<file path="config.mk">
export PLATFORM = sky130hd
export DESIGN_NAME = hazard_ctrl_flat
export DESIGN_NICKNAME = d
export VERILOG_FILES = /design/src/rtl/hazard_ctrl_if.sv /design/src/rtl/hazard_ctrl.sv /design/src/flat_wrapper.sv
export SDC_FILE = /design/constraint.sdc
export NUM_CORES = 1
export LEC_CHECK = 0
export ABC_AREA = 1
export BUFFER_PORTS_ARGS = -buffer_cell sky130_fd_sc_hd__buf_2
export CAP_MARGIN = 20
export CORE_UTILIZATION = 30
export CTS_CLUSTER_DIAMETER = 40
export DETAILED_ROUTE_END_ITERATION = 8
export SLEW_MARGIN = 10
export SYNTH_ARGS = -nofsm -noshare
export SYNTH_HDL_FRONTEND = slang
export SYNTH_SLANG_ARGS = --single-unit
</file>
<file path="constraint.sdc">
create_clock -name clk -period 1.8 [get_ports clk]
set_clock_uncertainty 0.1 [all_clocks]
set_input_delay 0.36 -clock clk [delete_from_list [all_inputs] [get_ports clk]]
set_output_delay 0.36 -clock clk [all_outputs]
set_load 0.02 [all_outputs]
</file>
<file path="src/rtl/hazard_ctrl_if.sv">
// hazard_ctrl_if: groups the pipeline-side hazard inputs (ID/EX register
// fields, redirect, data-memory handshake) and the pipeline-register control
// outputs produced by hazard_ctrl.
//   master : pipeline side, drives hazard inputs, receives enables/flushes
//   slave  : hazard_ctrl side
interface hazard_ctrl_if;
  logic [4:0] rs1_id;
  logic [4:0] rs2_id;
  logic       uses_rs1_id;
  logic       uses_rs2_id;
  logic [4:0] rd_ex;
  logic       mem_read_ex;
  logic       redirect_ex;
  logic       dmem_req;
  logic       dmem_ready;
  logic       pc_en;
  logic       if_id_en;
  logic       id_ex_en;
  logic       ex_mem_en;
  logic       if_id_flush;
  logic       id_ex_flush;

  modport master (
    output rs1_id, rs2_id, uses_rs1_id, uses_rs2_id, rd_ex,
           mem_read_ex, redirect_ex, dmem_req, dmem_ready,
    input  pc_en, if_id_en, id_ex_en, ex_mem_en, if_id_flush, id_ex_flush
  );

  modport slave (
    input  rs1_id, rs2_id, uses_rs1_id, uses_rs2_id, rd_ex,
           mem_read_ex, redirect_ex, dmem_req, dmem_ready,
    output pc_en, if_id_en, id_ex_en, ex_mem_en, if_id_flush, id_ex_flush
  );
endinterface

</file>
<file path="src/rtl/hazard_ctrl.sv">
// hazard_ctrl: pipeline hazard/stall controller.
//   clk, rst_n    : clock, asynchronous active-low reset
//   hz (slave)    : ID/EX hazard inputs, dmem handshake, register enables/flushes
//   err_clr       : clears the sticky memory-timeout flag
//   mem_wait      : controller is waiting on data memory
//   err_timeout   : sticky flag, memory freeze lasted TIMEOUT cycles
//   stall_cycles  : saturating count of stall/freeze cycles
//   flush_events  : saturating count of applied redirect flushes
// Enables/flushes are combinational (zero latency); status and counters are
// registered.
module hazard_ctrl #(
  parameter int TIMEOUT = 16,
  parameter int CNT_W   = 32
) (
  input  logic             clk,
  input  logic             rst_n,
  hazard_ctrl_if.slave     hz,
  input  logic             err_clr,
  output logic             mem_wait,
  output logic             err_timeout,
  output logic [CNT_W-1:0] stall_cycles,
  output logic [CNT_W-1:0] flush_events
);
  localparam int WCNT_W = $clog2(TIMEOUT + 1);
  localparam logic [WCNT_W-1:0] TIMEOUT_V = WCNT_W'(TIMEOUT);

  typedef enum logic [0:0] {ST_RUN = 1'b0, ST_WAIT = 1'b1} state_t;

  state_t            state_r;
  state_t            state_next_s;
  logic [WCNT_W-1:0] wait_cnt_r;
  logic [WCNT_W-1:0] wait_cnt_next_s;
  logic              freeze_s;
  logic              load_use_s;
  logic              err_set_s;
  logic              stall_inc_s;
  logic              flush_inc_s;

  // Hazard condition terms from the current pipeline contents.
  always_comb begin
    freeze_s   = hz.dmem_req & ~hz.dmem_ready;
    load_use_s = hz.mem_read_ex & (hz.rd_ex != 5'd0) &
                 ((hz.uses_rs1_id & (hz.rs1_id == hz.rd_ex)) |
                  (hz.uses_rs2_id & (hz.rs2_id == hz.rd_ex)));
    stall_inc_s = freeze_s | (load_use_s & ~hz.redirect_ex);
    flush_inc_s = hz.redirect_ex & ~freeze_s;
  end

  // Pipeline register control, priority freeze > redirect > load-use.
  // Everything is held off while reset is asserted.
  always_comb begin
    hz.pc_en       = 1'b0;
    hz.if_id_en    = 1'b0;
    hz.id_ex_en    = 1'b0;
    hz.ex_mem_en   = 1'b0;
    hz.if_id_flush = 1'b0;
    hz.id_ex_flush = 1'b0;
    if (!rst_n || freeze_s) begin
      hz.pc_en = 1'b0;
    end else if (hz.redirect_ex) begin
      // Squashing the dependent instruction makes any load-use moot.
      hz.pc_en       = 1'b1;
      hz.if_id_en    = 1'b1;
      hz.id_ex_en    = 1'b1;
      hz.ex_mem_en   = 1'b1;
      hz.if_id_flush = 1'b1;
      hz.id_ex_flush = 1'b1;
    end else if (load_use_s) begin
      // Hold PC and IF/ID, inject a bubble into ID/EX.
      hz.id_ex_en    = 1'b1;
      hz.ex_mem_en   = 1'b1;
      hz.id_ex_flush = 1'b1;
    end else begin
      hz.pc_en     = 1'b1;
      hz.if_id_en  = 1'b1;
      hz.id_ex_en  = 1'b1;
      hz.ex_mem_en = 1'b1;
    end
  end

  // Memory-wait FSM next state and saturating wait counter.
  always_comb begin
    state_next_s    = state_r;
    wait_cnt_next_s = wait_cnt_r;
    case (state_r)
      ST_RUN: begin
        if (freeze_s) begin
          state_next_s    = ST_WAIT;
          wait_cnt_next_s = WCNT_W'(1);
        end else begin
          wait_cnt_next_s = WCNT_W'(0);
        end
      end
      ST_WAIT: begin
        if (freeze_s) begin
          if (wait_cnt_r != TIMEOUT_V) begin
            wait_cnt_next_s = wait_cnt_r + WCNT_W'(1);
          end else begin
            wait_cnt_next_s = wait_cnt_r;
          end
        end else begin
          state_next_s    = ST_RUN;
          wait_cnt_next_s = WCNT_W'(0);
        end
      end
      default: begin
        state_next_s    = ST_RUN;
        wait_cnt_next_s = WCNT_W'(0);
      end
    endcase
    // Fires only on the transition into TIMEOUT, not while saturated there.
    err_set_s = freeze_s & (wait_cnt_next_s == TIMEOUT_V) & (wait_cnt_r != TIMEOUT_V);
  end

  // FSM state and wait counter registers.
  always_ff @(posedge clk or negedge rst_n) begin
    if (!rst_n) begin
      state_r    <= ST_RUN;
      wait_cnt_r <= WCNT_W'(0);
    end else begin
      state_r    <= state_next_s;
      wait_cnt_r <= wait_cnt_next_s;
    end
  end

  // Sticky timeout flag; a set on the same edge wins over a clear.
  always_ff @(posedge clk or negedge rst_n) begin
    if (!rst_n) begin
      err_timeout <= 1'b0;
    end else if (err_set_s) begin
      err_timeout <= 1'b1;
    end else if (err_clr) begin
      err_timeout <= 1'b0;
    end else begin
      err_timeout <= err_timeout;
    end
  end

  // Saturating performance counters.
  always_ff @(posedge clk or negedge rst_n) begin
    if (!rst_n) begin
      stall_cycles <= CNT_W'(0);
      flush_events <= CNT_W'(0);
    end else begin
      if (stall_inc_s && (stall_cycles != {CNT_W{1'b1}})) begin
        stall_cycles <= stall_cycles + CNT_W'(1);
      end
      if (flush_inc_s && (flush_events != {CNT_W{1'b1}})) begin
        flush_events <= flush_events + CNT_W'(1);
      end
    end
  end

  assign mem_wait = (state_r == ST_WAIT);
endmodule

</file>
<file path="src/flat_wrapper.sv">
// flat-port wrapper written by rule: the top's interface ports become plain ports
module hazard_ctrl_flat 
#(
  parameter int TIMEOUT = 16,
  parameter int CNT_W   = 32
)
  (clk, rst_n, err_clr, mem_wait, err_timeout, stall_cycles, flush_events, hz_rs1_id, hz_rs2_id, hz_uses_rs1_id, hz_uses_rs2_id, hz_rd_ex, hz_mem_read_ex, hz_redirect_ex, hz_dmem_req, hz_dmem_ready, hz_pc_en, hz_if_id_en, hz_id_ex_en, hz_ex_mem_en, hz_if_id_flush, hz_id_ex_flush);
  hazard_ctrl_if hz_i ();
  input  logic clk;
  input  logic rst_n;
  input  logic err_clr;
  output logic mem_wait;
  output logic err_timeout;
  output logic [CNT_W-1:0] stall_cycles;
  output logic [CNT_W-1:0] flush_events;
  input wire logic [$bits(hz_i.rs1_id)-1:0] hz_rs1_id;
  input wire logic [$bits(hz_i.rs2_id)-1:0] hz_rs2_id;
  input wire logic [$bits(hz_i.uses_rs1_id)-1:0] hz_uses_rs1_id;
  input wire logic [$bits(hz_i.uses_rs2_id)-1:0] hz_uses_rs2_id;
  input wire logic [$bits(hz_i.rd_ex)-1:0] hz_rd_ex;
  input wire logic [$bits(hz_i.mem_read_ex)-1:0] hz_mem_read_ex;
  input wire logic [$bits(hz_i.redirect_ex)-1:0] hz_redirect_ex;
  input wire logic [$bits(hz_i.dmem_req)-1:0] hz_dmem_req;
  input wire logic [$bits(hz_i.dmem_ready)-1:0] hz_dmem_ready;
  output wire logic [$bits(hz_i.pc_en)-1:0] hz_pc_en;
  output wire logic [$bits(hz_i.if_id_en)-1:0] hz_if_id_en;
  output wire logic [$bits(hz_i.id_ex_en)-1:0] hz_id_ex_en;
  output wire logic [$bits(hz_i.ex_mem_en)-1:0] hz_ex_mem_en;
  output wire logic [$bits(hz_i.if_id_flush)-1:0] hz_if_id_flush;
  output wire logic [$bits(hz_i.id_ex_flush)-1:0] hz_id_ex_flush;
  assign hz_i.rs1_id = hz_rs1_id;
  assign hz_i.rs2_id = hz_rs2_id;
  assign hz_i.uses_rs1_id = hz_uses_rs1_id;
  assign hz_i.uses_rs2_id = hz_uses_rs2_id;
  assign hz_i.rd_ex = hz_rd_ex;
  assign hz_i.mem_read_ex = hz_mem_read_ex;
  assign hz_i.redirect_ex = hz_redirect_ex;
  assign hz_i.dmem_req = hz_dmem_req;
  assign hz_i.dmem_ready = hz_dmem_ready;
  assign hz_pc_en = hz_i.pc_en;
  assign hz_if_id_en = hz_i.if_id_en;
  assign hz_id_ex_en = hz_i.id_ex_en;
  assign hz_ex_mem_en = hz_i.ex_mem_en;
  assign hz_if_id_flush = hz_i.if_id_flush;
  assign hz_id_ex_flush = hz_i.id_ex_flush;
  hazard_ctrl #(.TIMEOUT(TIMEOUT), .CNT_W(CNT_W)) u_core (.clk(clk), .rst_n(rst_n), .hz(hz_i), .err_clr(err_clr), .mem_wait(mem_wait), .err_timeout(err_timeout), .stall_cycles(stall_cycles), .flush_events(flush_events));
endmodule
</file>
[Word-level counts from Yosys, hierarchy flattened]
Cells that the tools add are included.
Storage, ports and cells
  memory bits (writable): 0
  latch bits: 0
  memories: 0
  input bits: 24
  bits in registers: 71
  memory bits (read-only): 0
Operators by class
  shift-type cells: 0
  add/sub/neg operators: 3
  reductions and logical operators: 6
  order comparisons: 0
  bitwise gates (word level): 15
  equal/unequal tests: 6
  muxes and demuxes: 16
  multipliers: 0
  div/mod/pow operators: 0
Operators by type and width (count)
  $add A32 B1 Y32 const B: 2
  $ne A32 B32 Y1 const B: 2
  $mux W1: 13
  $eq A5 B5 Y1: 2
  $mux W5: 2
  $pmux W5 S2: 1
  $and A1 B1 Y1: 9
  $add A5 B1 Y5 const B: 1
  $eq A5 B5 Y1 const B: 1
  $ne A5 B5 Y1 const B: 1
  $reduce_bool A5 Y1: 1
  $not A1 Y1: 4
  $logic_and A1 B1 Y1: 2
  $or A1 B1 Y1: 2
  $reduce_bool A2 Y1: 1
  $logic_not A1 Y1: 1
  $logic_or A1 B1 Y1: 1

[Longest topological paths before layout]
Gate-level depths: netlist of run 1.
  word-level depth: 8
  depth in mapped cells: 12
  gate-level depth less buffers: 11

[Worst setup path before layout of run 1]
OpenSTA, ideal clock, no wires.
  kind: reg-to-reg
  start point: register u_core.stall_cycles[0]
  end point: register u_core.stall_cycles[2]
  data required time: 1.634 ns
  period minus slack after synthesis: 2.028 ns
  path buffers: 1
  data arrival time: 1.862 ns
  cell stages (with the launch flop): 11
  setup slack: -0.228 ns
  cell sequence: dfrtp_1 ha_1 nand3_2 nor2_4 nand2_1 nor3_2 nand3_2 nand2_2 buf_6 nand2_1 nand2_1
Between the ends
  longest elaborated chain between the ends: 2
  elaborated cells on any way between the ends: 3
  classes of those cells: add/sub (1); eq/ne (1); reduce/logical (1)
Ends and longest elaborated chain
  from (decl): line hazard_ctrl.sv:21  | output logic [CNT_W-1:0] stall_cycles,
  from (signal assigned): line hazard_ctrl.sv:146  | stall_cycles <= stall_cycles + CNT_W'(1);
  parallel branches: the longest is 2 deep, another holds $add A32 B1 Y32
Parallel ways; which one is timed is not known.
A chain may end at the register's enable or synchronous reset.

[Worst setup path after layout of run 1]
  start point: register u_core.stall_cycles[1]
  end point: register u_core.stall_cycles[27]
Same word-level chain as after synthesis.

==> impl_metrics.json, run 1 <==
{
  "hold_viol_final": 0,
  "synth_commonest_cells": "nand2_1 (294), inv_1 (74), nor2_1 (73)",
  "gp_congestion": 0.908,
  "hpwl_um": 11100,
  "root_buffer": "clkbuf_16",
  "r2r_slack_ns": 0.06,
  "internal_power_w": 0.00319,
  "synth_top_area_share_pct": 37.2,
  "area_delta_synth_final_pct": 40.7,
  "synthMuxAreaShare_pct": 0,
  "port_buffers": 95,
  "insertion_delay_ns": 0.34,
  "synthAdderAreaFrac_pct": 1.05,
  "timing.final.crit_share_pct": 96.8,
  "core_um2": 15400,
  "vias_per_cell": 4.57,
  "final_nets": 939,
  "clock_path_buffers": 2,
  "outcome": "finished, final reports clean",
  "post-place-ws_ns": -0.115,
  "grt_overflow_total": 0,
  "wire_per_inst_um": 13.2,
  "start_kind": "flip-flop",
  "drt-pass1-iter-count": 5,
  "post-route-min-period_ns": 1.74,
  "syn_nets": 752,
  "drive_gt1_share_pct": 27.2,
  "pwr-share-seq_pct": 39.3,
  "cellPowerDensity_nw_per_um2": 710,
  "pin_count": 96,
  "drcViolationCount": 0,
  "grt_pass1_wl_um": 23500,
  "dpl.cell_count": 1103,
  "p_switching_w": 0.00158,
  "ant_nets": 0,
  "combPwrFrac_pct": 24.5,
  "yosysSeqAreaShare_pct": 37.2,
  "setup_viol": 0,
  "synthSimpleGateAreaFrac_pct": 43.3,
  "vias": 5150,
  "layout_setup_ws_ns": 0.0569,
  "worstReg2RegStart": "u_core.stall_cycles[1]",
  "async_flop_share_pct": 100,
  "hold_class": "in -> reg",
  "cts_tree": "yes",
  "min_path_cells": 4,
  "synthesis.area_um2": 4780,
  "cts-buffers-inserted": 9,
  "die_x_um": 128,
  "cp-end-kind": "flip-flop",
  "rsz0062_at_grt": "yes",
  "cp_data_arrival_time_ns": 1.87,
  "leakagePower_nw": 3.55,
  "relSlewSlack_pct": 66.5,
  "synth_top_family_by_area": "simple AND/OR/NAND/NOR gates",
  "yosys_warnings": 0,
  "worstHoldStart": "err_clr",
  "fp-row-count": 45,
  "synthDistinctLibCells": 26,
  "worstSetupPathType": "reg -> reg",
  "finalPower_w": 0.00478,
  "stdcell_count": 1127,
  "grt_usage_pct": 18.2,
  "stdcell_area_um2": 6730,
  "synth_area_leaders": "dfrtp_1 (37%), nand2_1 (23%), nand3_1 (7.3%), inv_1 (5.8%), nor2_1 (5.7%)",
  "clkPwrFrac_pct": 36.2,
  "n_antenna_cell": 0,
  "yosysMostFrequentCell": "nand2_1",
  "critPathMaxFanout": 17,
  "dr.first_iter.drc_count": 354,
  "antenna_found_initial": 0,
  "synthXorXnorAreaFrac_pct": 7.70,
  "reg2reg_depth": 9,
  "synth_flop_cell": "dfrtp_1",
  "synth_compound_area_share_pct": 2.30,
  "grt_pass1_vias": 4847,
  "post_dp_cell_area_um2": 6170,
  "synth-edff-count": 0,
  "die_h_um": 128,
  "peakVddDrop_v": 0.000429,
  "swShare_pct": 33.2,
  "cts.clk_slew.worst_paths_ns": 0.06,
  "synth_cells": 724,
  "max_freq_mhz": 574,
  "die-area_um2": 16400,
  "crit_required_ns": 1.93,
  "ys_seq_elements": 71,
  "cts.htree.levels": 3,
  "grt_start_max_net_pins": 72,
  "cap_violations": 0,
  "max_slew.worst_pin.slew_ns": 0.499,
  "r2r_end": "u_core.stall_cycles[27]",
  "worstHoldEndpoint": "u_core.err_timeout",
  "drv_slew": 0,
  "drt_wl_total_um": 14900,
  "start_util_pct": 31.1,
  "cts.sinks": 71,
  "syn_avg_cell_area_um2": 6.60,
  "yosys.area.top_type": "dfrtp_1"
}
==> power groups by stage <==
stage	combinational (W)	sequential, W	clock [W]
after floorplan	0.000431	0.00207	0
after global placement	0.00110	0.00190	0
after detailed placement	0.00113	0.00190	0
after CTS	0.00113	0.00188	0.00177
after global routing	0.00130	0.00189	0.00184
final	0.00117	0.00188	0.00173
==> state kept, by name, indices dropped and copies added (netlist names) <==
register	flops
u_core.stall_cycles	32
u_core.wait_cnt_r	5
u_core.flush_events	32
u_core.err_timeout	1
u_core.mem_wait	1
==> cell usage in the layout (no fill, tap or decap), types with 14 or more instances in the layout <==
cell	n
dfrtp_1	64
nand2_1	291
nand3_1	67
inv_1	72
buf_4	90
xnor2_1	14
xor2_1	28
nor2_1	63
buf_2	90
nor3_1	27
==> metrics by stage <==
step	TNS (ns)	hold slack, ns	utilization (%)
floorplan	0	-0.0356	-
global route	-0.828	0.147	43.8
finish	0	0.141	43.8
CTS	-0.0530	0.125	42.1
detailed placement	-1.10	0.342	40.1
global placement	-0.107	0.341	40.1
==> what timing repair did <==
item | 4_1_cts | 5_1_grt
hold buffers | 1 | 0
buffers inserted | 0 | 2
pin swaps | 0 | 7
resized for setup | 2 | 48
gates cloned | 0 | 5
endpoints found under the hold margin | 71 | 0
endpoints found under the setup margin | 34 | 66
==> worst max-delay path, cell delays in order (launching register included) <==
cell	delay (ns)
dfrtp_2	0.39
ha_4	0.15
nand3_4	0.09
nor2_4	0.12
nand2_1	0.09
nor3_4	0.19
nand3_4	0.16
buf_8	0.20
nand3_1	0.09
nand2_1	0.05
==> logic make-up (layout without fill, tap and decap cells) <==
family	count (synthesis)	count (layout)
buf+inv	92	284
compound gates	21	21
flops	71	71
xor+xnor	42	42
simple gates	494	494
fa+ha+maj	4	4
==> worst max path at each step <==
| stage | start | end | slack, ns | cells after the start |
|---|---|---|---|---|
| after global routing | u_core.stall_cycles[1] | u_core.stall_cycles[17] | -0.04 | 9 |
| after CTS | u_core.stall_cycles[1] | u_core.stall_cycles[27] | -0.01 | 9 |
| after detailed placement | u_core.flush_events[1] | u_core.flush_events[28] | -0.12 | 10 |
| after floorplan | u_core.stall_cycles[0] | u_core.stall_cycles[2] | 0.004 | 10 |
| after global placement | u_core.flush_events[1] | u_core.flush_events[28] | -0.07 | 10 |
| final | u_core.stall_cycles[1] | u_core.stall_cycles[27] | 0.06 | 9 |
==> metal layers <==
layer  vias up  GRT usage (%)  share of wire (%)
met4         0           5.47                1.6
li1       2650              -                  -
met1      2363           23.6                 47
met3        18           3.30                4.4
met2       119           30.8                 47
met5         -              0                  0
==> area by class of cell <==
class                   count  area [um^2]
fillers                  1590         8650
multi-input cells         561         2770
flip-flops and latches     71         1790
repair buffers            191         1320
inverters                  75          294
well taps                 211          264
clock buffers              10          239
clock inverters             6         43.8
repair inverters            2         17.5
(Power assumes the default switching activity.)
==> inputs of run 2 (changes only) <==
CORE_UTILIZATION = 35   (was 30)
==> impl_metrics.json, run 2 (synthesis results as in run 1) <==
{
  "setup_viol": 0,
  "timing.final.crit_share_pct": 96.0,
  "cts-buffers-inserted": 9,
  "max_freq_mhz": 578,
  "insertion_delay_ns": 0.34,
  "critPathMaxFanout": 11,
  "cts_tree": "yes",
  "reg2reg_depth": 9,
  "post-route-min-period_ns": 1.73,
  "r2r_slack_ns": 0.07,
  "multi_input_area_um2": 2810,
  "grt_pass1_wl_um": 23300,
  "drt_wl_total_um": 14200,
  "peakVddDrop_v": 0.000412,
  "drt-pass1-iter-count": 5,
  "final_nets": 935,
  "final_common_cell": "nand2_1",
  "biggestRegsByFlops": "u_core.flush_events: 32 flops, u_core.stall_cycles: 32 flops, u_core.wait_cnt_r: 5 flops",
  "die_x_um": 119,
  "hold_buffers": 0,
  "layout_common_cells": "nand2_1 (283), buf_4 (90), buf_2 (85)",
  "hold_class": "in -> async",
  "relSlewSlack_pct": 66.0,
  "gp_congestion": 0.865,
  "start_util_pct": 35.9,
  "max_slew.worst_pin.slew_ns": 0.510,
  "rsz0062_at_grt": "yes",
  "clock_path_buffers": 2,
  "die-area_um2": 14100,
  "r2r_end": "u_core.stall_cycles[19]",
  "vias_per_cell": 4.75,
  "dpl.cell_count": 1066,
  "fp-row-count": 42,
  "grt_start_max_net_pins": 39,
  "cts.clk_slew.worst_paths_ns": 0.06,
  "root_buffer": "clkbuf_16",
  "cellPowerDensity_nw_per_um2": 726,
  "fin_util_pct": 50.5,
  "grt_usage_pct": 20.9,
  "die_h_um": 119,
  "hold_viol_final": 0,
  "worstReg2RegStart": "u_core.stall_cycles[1]",
  "drcViolationCount": 0,
  "hpwl_um": 10900,
  "pin_count": 96,
  "core_um2": 13300,
  "grt_pass1_vias": 4820,
  "cp-end-kind": "flip-flop",
  "drv_slew": 0,
  "antenna_found_initial": 0,
  "regArea_um2": 1780,
  "dr.first_iter.drc_count": 270,
  "cts.htree.levels": 3,
  "port_buffers": 95,
  "vias": 5166,
  "post_dp_cell_area_um2": 6110,
  "grt_overflow_total": 0,
  "cp_data_arrival_time_ns": 1.86,
  "area_delta_synth_final_pct": 40.4,
  "stdcell_area_um2": 6710,
  "n_antenna_cell": 0,
  "ant_nets": 0,
  "stdcell_count": 1088,
  "cap_violations": 0,
  "cts.sinks": 71,
  "drive_gt1_share_pct": 28.4,
  "final.fill_count": 1359,
  "crit_required_ns": 1.93,
  "wire_per_inst_um": 13.1,
  "worstSetupPathType": "reg -> reg",
  "outcome": "finished, final reports clean",
  "start_kind": "flip-flop",
  "leakagePower_nw": 3.56
}
run 2: cell types whose count changed in the layout (fill, tap and decap cells not counted), sizes merged:
cell         before  now
clkinvlp          1    0
inv              78   75
dlygate4sd3       1    0
buf             188  187
bufinv            0    1
clkinv            4    3
clkbuf           12   14
run 2: timing repair:
action	CTS	global route
pin swaps	1	15
setup endpoints to repair	28	67
gates resized for setup	1	68
cloned	0	2
setup buffers	1	4
run 2: final cells by class:
cell class              count  share of cell area [%]
inverters                  75                    4.31
well taps                 176                    3.28
clock inverters             4                   0.671
multi-input cells         561                    41.8
repair buffers            189                    19.7
clock buffers              12                    3.67
flip-flops and latches     71                    26.6
run 2: worst max-delay path by stage:
| stage | to | start | slack, ns | depth (start not counted) |
|---|---|---|---|---|
| after floorplan | u_core.stall_cycles[2] | u_core.stall_cycles[0] | 0.004 | 10 |
| after global placement | hz_if_id_en | hz_rd_ex[2] | -0.04 | 9 |
| after detailed placement | u_core.flush_events[28] | u_core.flush_events[1] | -0.02 | 11 |
| after CTS | u_core.flush_events[28] | u_core.flush_events[1] | -0.007 | 11 |
| after global routing | u_core.stall_cycles[15] | u_core.stall_cycles[17] | -0.06 | 9 |
| final | u_core.stall_cycles[19] | u_core.stall_cycles[1] | 0.07 | 9 |
run 2: report_power, final:
| group | internal (W) | switching [W] | total (W) |
|---|---|---|---|
| registers | 0.00172 | 0.000132 | 0.00186 |
| clock network | 0.00110 | 0.000665 | 0.00177 |
| logic | 0.000546 | 0.000698 | 0.00124 |
| total | 0.00337 | 0.00150 | 0.00487 |
run 2: worst max-delay path: stages (launching register included):
cell and delay [ns]:
dfrtp_2 0.38, ha_4 0.15, nand3_4 0.09, nor2_4 0.13
nand2_1 0.09, nor3_4 0.20, nand3_4 0.13, buf_4 0.20
nand3_1 0.10, nand2_1 0.05
run 2: per-layer routing:
| layer | wire length [um] | vias to the layer above | global-route usage (%) |
|---|---|---|---|
| li1 | - | 2649 | - |
| met1 | 6750 | 2384 | 28.6 |
| met2 | 6510 | 115 | 33.1 |
| met3 | 673 | 18 | 3.88 |
| met4 | 295 | 0 | 7.20 |
| met5 | 0 | - | 0 |
run 2: per-stage QoR:
stage	hold slack, ns	power, W	worst slack, ns	setup TNS, ns
global placement	0.364	0.00301	-0.0361	-0.0989
detailed placement	0.363	0.00301	-0.0237	-0.122
floorplan	-0.0356	0.00250	0.00424	0
CTS	0.0374	0.00482	-0.00743	-0.00743
finish	0.0291	0.00487	0.0711	0
global route	0.0631	0.00517	-0.0577	-1.16
==> inputs of run 3 (changes only) <==
CELL_PAD_IN_SITES_DETAIL_PLACEMENT = 0   (was not set)
CELL_PAD_IN_SITES_GLOBAL_PLACEMENT = 2   (was not set)
CORE_UTILIZATION = 27   (was 35)
PLACE_DENSITY_LB_ADDON = 0.3   (was not set)
==> impl_metrics.json, run 3 (synthesis results as in run 1) <==
{
  "crit_required_ns": 1.98,
  "die-area_um2": 18200,
  "max_slew.worst_pin.slew_ns": 0.417,
  "slowest_stage": "dfrtp_2",
  "worstPathCellList": "ha_4 > nand3_4 > nor2_4 > nand2_2 > nor3_4 > nand3_4 > nand2_8 > clkbuf_16 > nand2_1 > nand2_1",
  "gp_congestion": 0.833,
  "rsz0062_at_grt": "yes",
  "critPathMaxFanout": 6,
  "core_um2": 17300,
  "internal_power_w": 0.00336,
  "clkPwrFrac_pct": 36.6,
  "final_nets": 947,
  "cts-buffers-inserted": 9,
  "relSlewSlack_pct": 72.2,
  "grt_start_max_net_pins": 72,
  "fp-row-count": 48,
  "layout_common_cells": "nand2_1 (285), buf_4 (96), buf_2 (89)",
  "leakagePower_nw": 3.60,
  "peakVddDrop_v": 0.000444,
  "dpl.cell_count": 1122,
  "dr.first_iter.drc_count": 189,
  "start_util_pct": 27.6,
  "outcome": "finished, final reports clean",
  "antenna_found_initial": 0,
  "post-route-min-period_ns": 1.77,
  "insertion_delay_ns": 0.35,
  "max_freq_mhz": 566,
  "grt_overflow_total": 0,
  "die_x_um": 135,
  "cts.sinks": 71,
  "grt_pass1_vias": 5040,
  "vias": 5207,
  "r2r_slack_ns": 0.03,
  "clock_path_buffers": 2,
  "worstSetupPathType": "reg -> reg",
  "final.setup.tns_ns": 0,
  "swShare_pct": 32.2,
  "vias_per_cell": 4.53,
  "stdcell_count": 1149,
  "setup_viol": 0,
  "cp_data_arrival_time_ns": 1.95,
  "hold_viol_final": 0,
  "hpwl_um": 12200,
  "grt_pass1_wl_um": 25500,
  "n_antenna_cell": 0,
  "root_buffer": "clkbuf_16",
  "cp-end-kind": "flip-flop",
  "drt_wl_total_um": 16100,
  "drcViolationCount": 0,
  "cts.htree.levels": 3,
  "area_delta_synth_final_pct": 45.3,
  "start_kind": "flip-flop",
  "drive_gt1_share_pct": 30.7,
  "timing.critical_path.buf_inv": 1,
  "cap_violations": 0,
  "drv_slew": 0,
  "biggestRegsByFlops": "u_core.flush_events: 32 flops, u_core.stall_cycles: 32 flops, u_core.wait_cnt_r: 5 flops",
  "crit_family": "simple AND/OR/NAND/NOR gates",
  "cts_tree": "yes",
  "timing.final.crit_share_pct": 98.1,
  "port_buffers": 95,
  "p_switching_w": 0.00160,
  "pin_count": 96,
  "cellPowerDensity_nw_per_um2": 715,
  "cts.clk_slew.worst_paths_ns": 0.06,
  "ant_nets": 0,
  "wire_per_inst_um": 14.0,
  "grt_usage_pct": 18.1,
  "hold_class": "in -> reg",
  "final_common_cell": "nand2_1",
  "slowest_delay_ns": 0.39,
  "pwr-share-seq_pct": 38.1,
  "combPwrFrac_pct": 25.3,
  "die_h_um": 135,
  "drt-pass1-iter-count": 4
}
## run 3: cell count changes in the layout (fill, tap and decap cells not counted), sizes merged
| cell | previous run | this run |
|---|---|---|
| clkbuf | 14 | 13 |
| clkinvlp | 0 | 2 |
| clkinv | 3 | 2 |
| dlygate4sd3 | 0 | 1 |
| buf | 187 | 198 |
## run 3: per-stage QoR
stage	hold WS, ns	util (%)	total power, W	area (um^2)	setup WS [ns]
6_report	0.147	40.2	0.00496	6950	0.0347
5_1_grt	0.170	40.2	0.00522	6950	-0.0491
4_1_cts	0.136	38.1	0.00491	6590	0.00844
3_5_place_dp	0.365	36.1	0.00306	6240	-0.0829
3_3_place_gp	0.365	36.1	0.00304	6240	-0.0878
2_1_floorplan	-0.0356	-	0.00250	4830	0.00424
## run 3: path summary, 6_finish.rpt
check | from | end | cells after the start
hold / removal | err_clr | u_core.err_timeout | 4
setup reg to reg | u_core.stall_cycles[0] | u_core.stall_cycles[31] | 10
hold reg to reg | u_core.err_timeout | u_core.err_timeout | 2
min in group asynchronous | rst_n | u_core.stall_cycles[4] | 3
setup / recovery | u_core.stall_cycles[0] | u_core.stall_cycles[31] | 10
max in group asynchronous | rst_n | u_core.flush_events[0] | 3
## run 3: layout make-up
class,instances,area (um^2)
Inverter,75,284
Timing Repair Buffer,201,1420
Sequential cell,71,1790
Multi-Input combinational cell,561,2880
Clock buffer,11,233
Fill cell,1904,10400
Tap cell,225,282
Clock inverter,5,58.8
## run 3: layer usage
layer | GRT usage, % | wire [um] | vias up | share of wire (%)
li1 | - | - | 2665 | -
met1 | 23.7 | 7500 | 2424 | 47
met2 | 30.4 | 7710 | 100 | 48
met3 | 3.23 | 729 | 18 | 4.5
met4 | 4.81 | 170 | 0 | 1.1
met5 | 0 | 0 | - | 0
## run 3: worst min-delay path, cell delays in order
cell and delay, ns:
buf_2 0.07, inv_1 0.03, nand2_1 0.04, nand2_1 0.05
## run 3: power by group through the flow
| stage | sequential [W] | combinational, W | clock [W] |
|---|---|---|---|
| finish | 0.00189 | 0.00125 | 0.00182 |
| global route | 0.00191 | 0.00138 | 0.00193 |
| CTS | 0.00188 | 0.00116 | 0.00187 |
| detailed placement | 0.00190 | 0.00116 | 0 |
| global placement | 0.00190 | 0.00114 | 0 |
| floorplan | 0.00207 | 0.000431 | 0 |
## run 3: timing repair
| item | 4_1_cts | 5_1_grt |
|---|---|---|
| endpoints found under the setup margin | 41 | 68 |
| hold endpoints to repair | 18 | 0 |
| resized for setup | 11 | 71 |
| setup buffers | 0 | 7 |
| gates cloned | 0 | 3 |
| hold buffers | 1 | 0 |
| pin swaps | 1 | 4 |
